### config.mk
export PLATFORM = sky130hd
export DESIGN_NAME = uart_tx_frame
export DESIGN_NICKNAME = d
export VERILOG_FILES = /design/src/rtl/uart_pkg.sv /design/src/rtl/uart_tx_bit_timer.sv /design/src/rtl/uart_tx_frame.sv
export SDC_FILE = /design/constraint.sdc
export NUM_CORES = 1
export LEC_CHECK = 0
export ABC_AREA = 0
export CORE_MARGIN = 1
export CORE_UTILIZATION = 47
export CTS_BUF_LIST = sky130_fd_sc_hd__clkbuf_4
export CTS_CLUSTER_SIZE = 20
export DETAILED_ROUTE_END_ITERATION = 6
export DONT_BUFFER_PORTS = 1
export PLACE_DENSITY = 0.66
export SLEW_MARGIN = 20
export SYNTH_ARGS = -nofsm -noshare
export SYNTH_HDL_FRONTEND = slang
export SYNTH_SLANG_ARGS = --single-unit
### constraint.sdc
create_clock -name CLK -period 1.94 [get_ports CLK]
set_clock_uncertainty 0.1 [all_clocks]
set_input_delay 0.291 -clock CLK [delete_from_list [all_inputs] [get_ports CLK]]
set_output_delay 0.291 -clock CLK [all_outputs]
set_load 0.01 [all_outputs]
### src/rtl/uart_pkg.sv
// Frame-format constants shared by the UART TX and RX paths so both sides agree
// on state encoding, parity sense and the minimum bit time.
package uart_pkg;

    localparam int unsigned STATE_W = 3;

    localparam logic [2:0] ST_IDLE   = 3'd0;
    localparam logic [2:0] ST_START  = 3'd1;
    localparam logic [2:0] ST_DATA   = 3'd2;
    localparam logic [2:0] ST_PARITY = 3'd3;
    localparam logic [2:0] ST_STOP   = 3'd4;

    localparam logic PAR_EVEN = 1'b0;
    localparam logic PAR_ODD  = 1'b1;

    localparam int unsigned PRESCALE_MIN_DEF = 4;

    // Parity bit from the XOR-reduced payload and the configured parity sense.
    function automatic logic parity_bit(input logic data_xor, input logic par_typ);
        return data_xor ^ (par_typ == PAR_ODD);
    endfunction

endpackage

### src/rtl/uart_tx_bit_timer.sv
// Bit-time counter for the UART transmitter: loaded with the effective prescale on
// frame accept, counts 0..eff_pre-1 while running and flags the last cycle of a bit.
module uart_tx_bit_timer #(
    parameter int unsigned PRESCALE_WIDTH = 8
) (
    input  logic                      CLK,
    input  logic                      RST,
    input  logic                      i_load,
    input  logic                      i_run,
    input  logic [PRESCALE_WIDTH-1:0] i_eff_pre,
    output logic                      o_bit_done_c
);

    logic [PRESCALE_WIDTH-1:0] r_cnt;
    logic [PRESCALE_WIDTH-1:0] r_limit;
    logic                      w_terminal;

    assign w_terminal   = (r_cnt == r_limit);
    assign o_bit_done_c = i_run && w_terminal;

    // Terminal value is stored as eff_pre-1 so the compare is a plain equality.
    always_ff @(posedge CLK or posedge RST) begin
        if (RST) begin
            r_cnt   <= '0;
            r_limit <= '0;
        end else if (i_load) begin
            r_cnt   <= '0;
            r_limit <= i_eff_pre - PRESCALE_WIDTH'(1);
        end else if (i_run) begin
            if (w_terminal) begin
                r_cnt <= '0;
            end else begin
                r_cnt <= r_cnt + PRESCALE_WIDTH'(1);
            end
        end
    end

endmodule

### src/rtl/uart_tx_frame.sv
// UART transmit framer: start bit, LSB-first payload, optional parity, stop bit,
// each held for max(Prescale, PRESCALE_MIN) clocks; TX_OUT and Busy are registered.
module uart_tx_frame
    import uart_pkg::*;
#(
    parameter int unsigned DATA_WIDTH     = 8,
    parameter int unsigned PRESCALE_WIDTH = 8,
    parameter int unsigned PRESCALE_MIN   = PRESCALE_MIN_DEF
) (
    input  logic                      CLK,
    input  logic                      RST,
    input  logic [DATA_WIDTH-1:0]     P_DATA,
    input  logic                      Data_Valid,
    input  logic                      PAR_EN,
    input  logic                      PAR_TYP,
    input  logic [PRESCALE_WIDTH-1:0] Prescale,
    output logic                      TX_OUT,
    output logic                      Busy
);

    localparam int unsigned IDX_W = (DATA_WIDTH > 1) ? $clog2(DATA_WIDTH) : 1;
    localparam logic [IDX_W-1:0] LAST_IDX = IDX_W'(DATA_WIDTH - 1);
    localparam logic [PRESCALE_WIDTH-1:0] PRE_MIN = PRESCALE_WIDTH'(PRESCALE_MIN);

    logic [STATE_W-1:0]        r_state;
    logic [STATE_W-1:0]        w_state_next;
    logic [DATA_WIDTH-1:0]     r_shift;
    logic [DATA_WIDTH-1:0]     w_shift_next;
    logic [IDX_W-1:0]          r_bit_idx;
    logic                      r_par_en;
    logic                      r_par_bit;
    logic                      r_tx_out;
    logic                      r_busy;
    logic                      w_tx_next;
    logic                      w_busy_next;
    logic                      w_accept;
    logic                      w_shift_en;
    logic                      w_bit_done;
    logic [PRESCALE_WIDTH-1:0] w_eff_pre;

    assign w_eff_pre    = (Prescale < PRE_MIN) ? PRE_MIN : Prescale;
    assign w_shift_next = r_shift >> 1;
    assign TX_OUT       = r_tx_out;
    assign Busy         = r_busy;

    uart_tx_bit_timer #(
        .PRESCALE_WIDTH(PRESCALE_WIDTH)
    ) u_bit_timer (
        .CLK         (CLK),
        .RST         (RST),
        .i_load      (w_accept),
        .i_run       (r_state != ST_IDLE),
        .i_eff_pre   (w_eff_pre),
        .o_bit_done_c(w_bit_done)
    );

    always_ff @(posedge CLK or posedge RST) begin
        if (RST) begin
            r_state <= ST_IDLE;
        end else begin
            r_state <= w_state_next;
        end
    end

    // Next state plus next line/busy values; the line value for the coming bit is
    // registered on the same edge the state advances, so TX_OUT never glitches.
    always_comb begin
        w_state_next = r_state;
        w_tx_next    = r_tx_out;
        w_busy_next  = r_busy;
        w_accept     = 1'b0;
        w_shift_en   = 1'b0;
        case (r_state)
            ST_IDLE: begin
                w_tx_next   = 1'b1;
                w_busy_next = 1'b0;
                if (Data_Valid) begin
                    w_accept     = 1'b1;
                    w_state_next = ST_START;
                    w_tx_next    = 1'b0;
                    w_busy_next  = 1'b1;
                end
            end
            ST_START: begin
                if (w_bit_done) begin
                    w_state_next = ST_DATA;
                    w_tx_next    = r_shift[0];
                end
            end
            ST_DATA: begin
                if (w_bit_done) begin
                    w_shift_en = 1'b1;
                    if (r_bit_idx == LAST_IDX) begin
                        if (r_par_en) begin
                            w_state_next = ST_PARITY;
                            w_tx_next    = r_par_bit;
                        end else begin
                            w_state_next = ST_STOP;
                            w_tx_next    = 1'b1;
                        end
                    end else begin
                        w_tx_next = w_shift_next[0];
                    end
                end
            end
            ST_PARITY: begin
                if (w_bit_done) begin
                    w_state_next = ST_STOP;
                    w_tx_next    = 1'b1;
                end
            end
            ST_STOP: begin
                if (w_bit_done) begin
                    w_state_next = ST_IDLE;
                    w_tx_next    = 1'b1;
                    w_busy_next  = 1'b0;
                end
            end
            default: begin
                w_state_next = ST_IDLE;
                w_tx_next    = 1'b1;
                w_busy_next  = 1'b0;
            end
        endcase
    end

    always_ff @(posedge CLK or posedge RST) begin
        if (RST) begin
            r_tx_out <= 1'b1;
            r_busy   <= 1'b0;
        end else begin
            r_tx_out <= w_tx_next;
            r_busy   <= w_busy_next;
        end
    end

    // Frame configuration is latched on accept; later input changes are ignored.
    always_ff @(posedge CLK or posedge RST) begin
        if (RST) begin
            r_shift   <= '0;
            r_bit_idx <= '0;
            r_par_en  <= 1'b0;
            r_par_bit <= 1'b0;
        end else if (w_accept) begin
            r_shift   <= P_DATA;
            r_bit_idx <= '0;
            r_par_en  <= PAR_EN;
            r_par_bit <= parity_bit(^P_DATA, PAR_TYP);
        end else if (w_shift_en) begin
            r_shift   <= w_shift_next;
            r_bit_idx <= r_bit_idx + IDX_W'(1);
        end
    end

endmodule
==> flow_metrics.env <==
export IMPL_status="completed"
export IMPL_stdcell_count=277
export IMPL_start_kind="flip-flop"
export IMPL_cts_clk_slew_worst_paths_ns=0.10
export IMPL_drtPass1Iterations=4
export IMPL_antenna_found_initial=0
export IMPL_hp_class="input port to flip-flop"
export IMPL_path_class="flip-flop to flip-flop"
export IMPL_setup_viol=0
export IMPL_die_w_um=67.3
export IMPL_fin_nets=251
export IMPL_drt_iter0_markers=78
export IMPL_irDropWorstVdd_v=0.000640
export IMPL_maxSlewViolCount=0
export IMPL_max_clock_path_buffers=2
export IMPL_max_stage_delay_ns=0.53
export IMPL_p_leak_uw=0.000993
export IMPL_grt_usage_pct=22.2
export IMPL_initial_core_util_pct=49.4
export IMPL_ant_nets=0
export IMPL_post_synth_cell_area_avg_um2=9.54
export IMPL_num_rows=23
export IMPL_num_fill_cells=359
export IMPL_n_antenna_cell=0
export IMPL_fin_crit_sh_pct=94.1
export IMPL_setup_tns_ns=0
export IMPL_grt_pass1_wl_um=7350
export IMPL_timing_fmax_mhz=548
export IMPL_synth_area_um2=2000
export IMPL_cts_setup_buffers=0
export IMPL_crit_chain="inv_1, nor3_1, a31oi_2, a221o_1"
export IMPL_yosysWarnings=0
export IMPL_powerDensity_nw_per_um2=1250
export IMPL_die_h_um=67.3
export IMPL_maxSlewHeadroom_pct=55.2
export IMPL_cts_buffers=5
export IMPL_wl_per_cell_um=16.3
export IMPL_hold_viol=0
export IMPL_syn_num_nets=235
export IMPL_viasPerCell=5.94
export IMPL_path_buf_inv=1
export IMPL_synth_edf_count=0
export IMPL_crit_family="compound AO/OA/AOI/OAI gates"
export IMPL_num_io_pins=23
export IMPL_grt_max_degree=20
export IMPL_synth_ff_type="dfrtp_1"
export IMPL_drc=0
export IMPL_critPathCaptureType="flip-flop"
export IMPL_rsz0062_at_grt="no"
export IMPL_cts_tree="built"
export IMPL_core_area_um2=4060
export IMPL_dp_hpwl_um=3390
export IMPL_worstMarginPinSlew_ns=0.671
export IMPL_die_area_um2=4530
export IMPL_num_vias=1646
export IMPL_setup_ws_ns=0.115
export IMPL_htreeDepth=2
export IMPL_cp_required_ns=2.08
export IMPL_synthArstFlopShare_pct=100
export IMPL_dp_cells=265
export IMPL_gr_total_overflow=0
export IMPL_grt_pass1_vias=1569
export IMPL_gp_congestion=0.787
export IMPL_synth_cells=210
export IMPL_synth_seq_cells=34
export IMPL_drive_gt1_share_pct=15.4
export IMPL_arrival_ns=1.96
export IMPL_area_delta_synth_final_pct=12.1
export IMPL_io_buffers=0
export IMPL_critPathMaxFanout=9
export IMPL_fin_util_pct=55.4
export IMPL_wl_um=4530
export IMPL_dpl_worst_slack_ns=0.00887
export IMPL_ys_types=49
export IMPL_clkSinkCount=34
export IMPL_cts_root_buf="clkbuf_4"
export IMPL_maxCapViolCount=0
export IMPL_period_needed_ns=1.82
export IMPL_crit_slowest_cell="dfrtp_1"
export IMPL_synth_seq_area_share_pct=42.5
export IMPL_clk_latency_ns=0.36
-- cells in the final DEF, fill, tap and decap left out, drive strengths merged, types with 2 or more instances in the layout --
| master | instances |
|---|---|
| a2111oi | 3 |
| a211oi | 2 |
| a21o | 2 |
| a21oi | 4 |
| a221o | 6 |
| a221oi | 2 |
| a31oi | 2 |
| and2 | 2 |
| and3 | 8 |
| and4 | 2 |
| buf | 15 |
| clkbuf | 6 |
| clkinv | 2 |
| dfrtp | 33 |
| dlygate4sd3 | 4 |
| ha | 4 |
| inv | 11 |
| mux2 | 2 |
| nand2 | 32 |
| nand3 | 4 |
| nand4 | 5 |
| nor2 | 7 |
| nor3 | 3 |
| nor4 | 2 |
| o211ai | 2 |
| o21ai | 22 |
| o221ai | 2 |
| o22ai | 2 |
| or3 | 4 |
| xnor2 | 17 |
| xor2 | 3 |
-- power by group --
group / switching, µW / total, µW / internal [µW]
logic: 613 / 1190 / 573
registers: 254 / 1230 / 973
clock network: 250 / 400 / 150
total: 1120 / 2810 / 1700
-- worst paths after layout --
kind                                               end  depth (start not counted)  slack (ns)              startpoint
min in group asynchronous                   r_state[2]                          2        0.37                     RST
max in group asynchronous       u_bit_timer.r_limit[0]                          3        0.82                     RST
worst min register to register  u_bit_timer.r_limit[7]                          2        0.40  u_bit_timer.r_limit[7]
worst max-delay path                        r_shift[6]                          4        0.12              r_state[1]
worst min-delay path                        r_shift[0]                          2        0.03               P_DATA[0]
worst max register to register              r_shift[6]                          4        0.12              r_state[1]
-- cell usage after synthesis, types with 2 or more instances --
cell type	n	area [µm²]
xnor2_1	17	149
buf_6	3	33.8
nand4_1	5	31.3
dfrtp_1	33	826
inv_1	11	41.3
o22ai_1	2	12.5
a221oi_1	2	17.5
nor2_1	7	26.3
a21o_1	2	15.0
nand2_1	32	120
a211oi_1	2	15.0
or3_1	4	25.0
mux2_2	2	22.5
o21ai_0	22	110
nor3_1	2	10.0
ha_1	4	50.1
o221ai_1	2	17.5
xor2_1	3	26.3
and3_1	7	43.8
a221o_1	6	60.1
clkbuf_1	5	18.8
a21oi_1	4	20.0
buf_2	2	10.0
o211ai_1	2	15.0
nand3_1	4	20.0
a2111oi_0	2	17.5
-- kinds of logic after synthesis --
kind of cell	Yosys count	synth area share (%)
AO/OA/AOI/OAI	55	19.5
XOR/XNOR	21	9.87
adder cells (fa/ha/maj)	4	2.50
buffers and inverters	21	5.18
flip-flops	34	42.5
multiplexers	3	1.62
AND/OR/NAND/NOR	72	18.8
-- through the flow --
| step | cell area, µm² | hold WS, ns | total power (µW) |
|---|---|---|---|
| final | 2250 | 0.0305 | 2810 |
| after global routing | 2250 | 0.0474 | 3020 |
| after CTS | 2240 | 0.0239 | 2790 |
| after detailed placement | 2140 | 0.222 | 2390 |
| after global placement | 2140 | 0.198 | 2320 |
| after floorplan | 2020 | 0.308 | 2050 |
-- timing repair --
| action | 4_1_cts | 5_1_grt |
|---|---|---|
| gates resized for setup | 0 | 3 |
| hold buffers | 4 | 0 |
| endpoints found under the hold margin | 17 | 0 |
| setup endpoints to repair | 0 | 2 |
-- area by class of cell --
cell class / instances / area [µm²] / share of cell area (%)
clock inverters: 2 / 8.76 / 0.390
well taps: 50 / 62.6 / 2.79
flip-flops and latches: 34 / 852 / 37.9
inverters: 11 / 41.3 / 1.84
repair buffers: 19 / 165 / 7.35
clock buffers: 6 / 45.0 / 2.01
multi-input cells: 155 / 1070 / 47.7
-- state kept, by name, summed over array words and instances, names as in the netlist --
register	cells
r_state	3
r_par_en	1
TX_OUT	1
r_bit_idx	3
Busy	1
u_bit_timer.r_limit	8
r_par_bit	1
r_shift	8
u_bit_timer.r_cnt	8
-- per-layer routing --
| metal | up-vias | wire length, µm | part of all wire, % | GRT usage (%) |
|---|---|---|---|---|
| li1 | 797 | - | - | - |
| met1 | 810 | 2070 | 46 | 29.5 |
| met2 | 32 | 2250 | 50 | 35.4 |
| met3 | 7 | 142 | 3.1 | 4.73 |
| met4 | 0 | 60 | 1.3 | 7.98 |
| met5 | - | 0 | 0 | 0 |
Power figures use the tool's default switching activity.
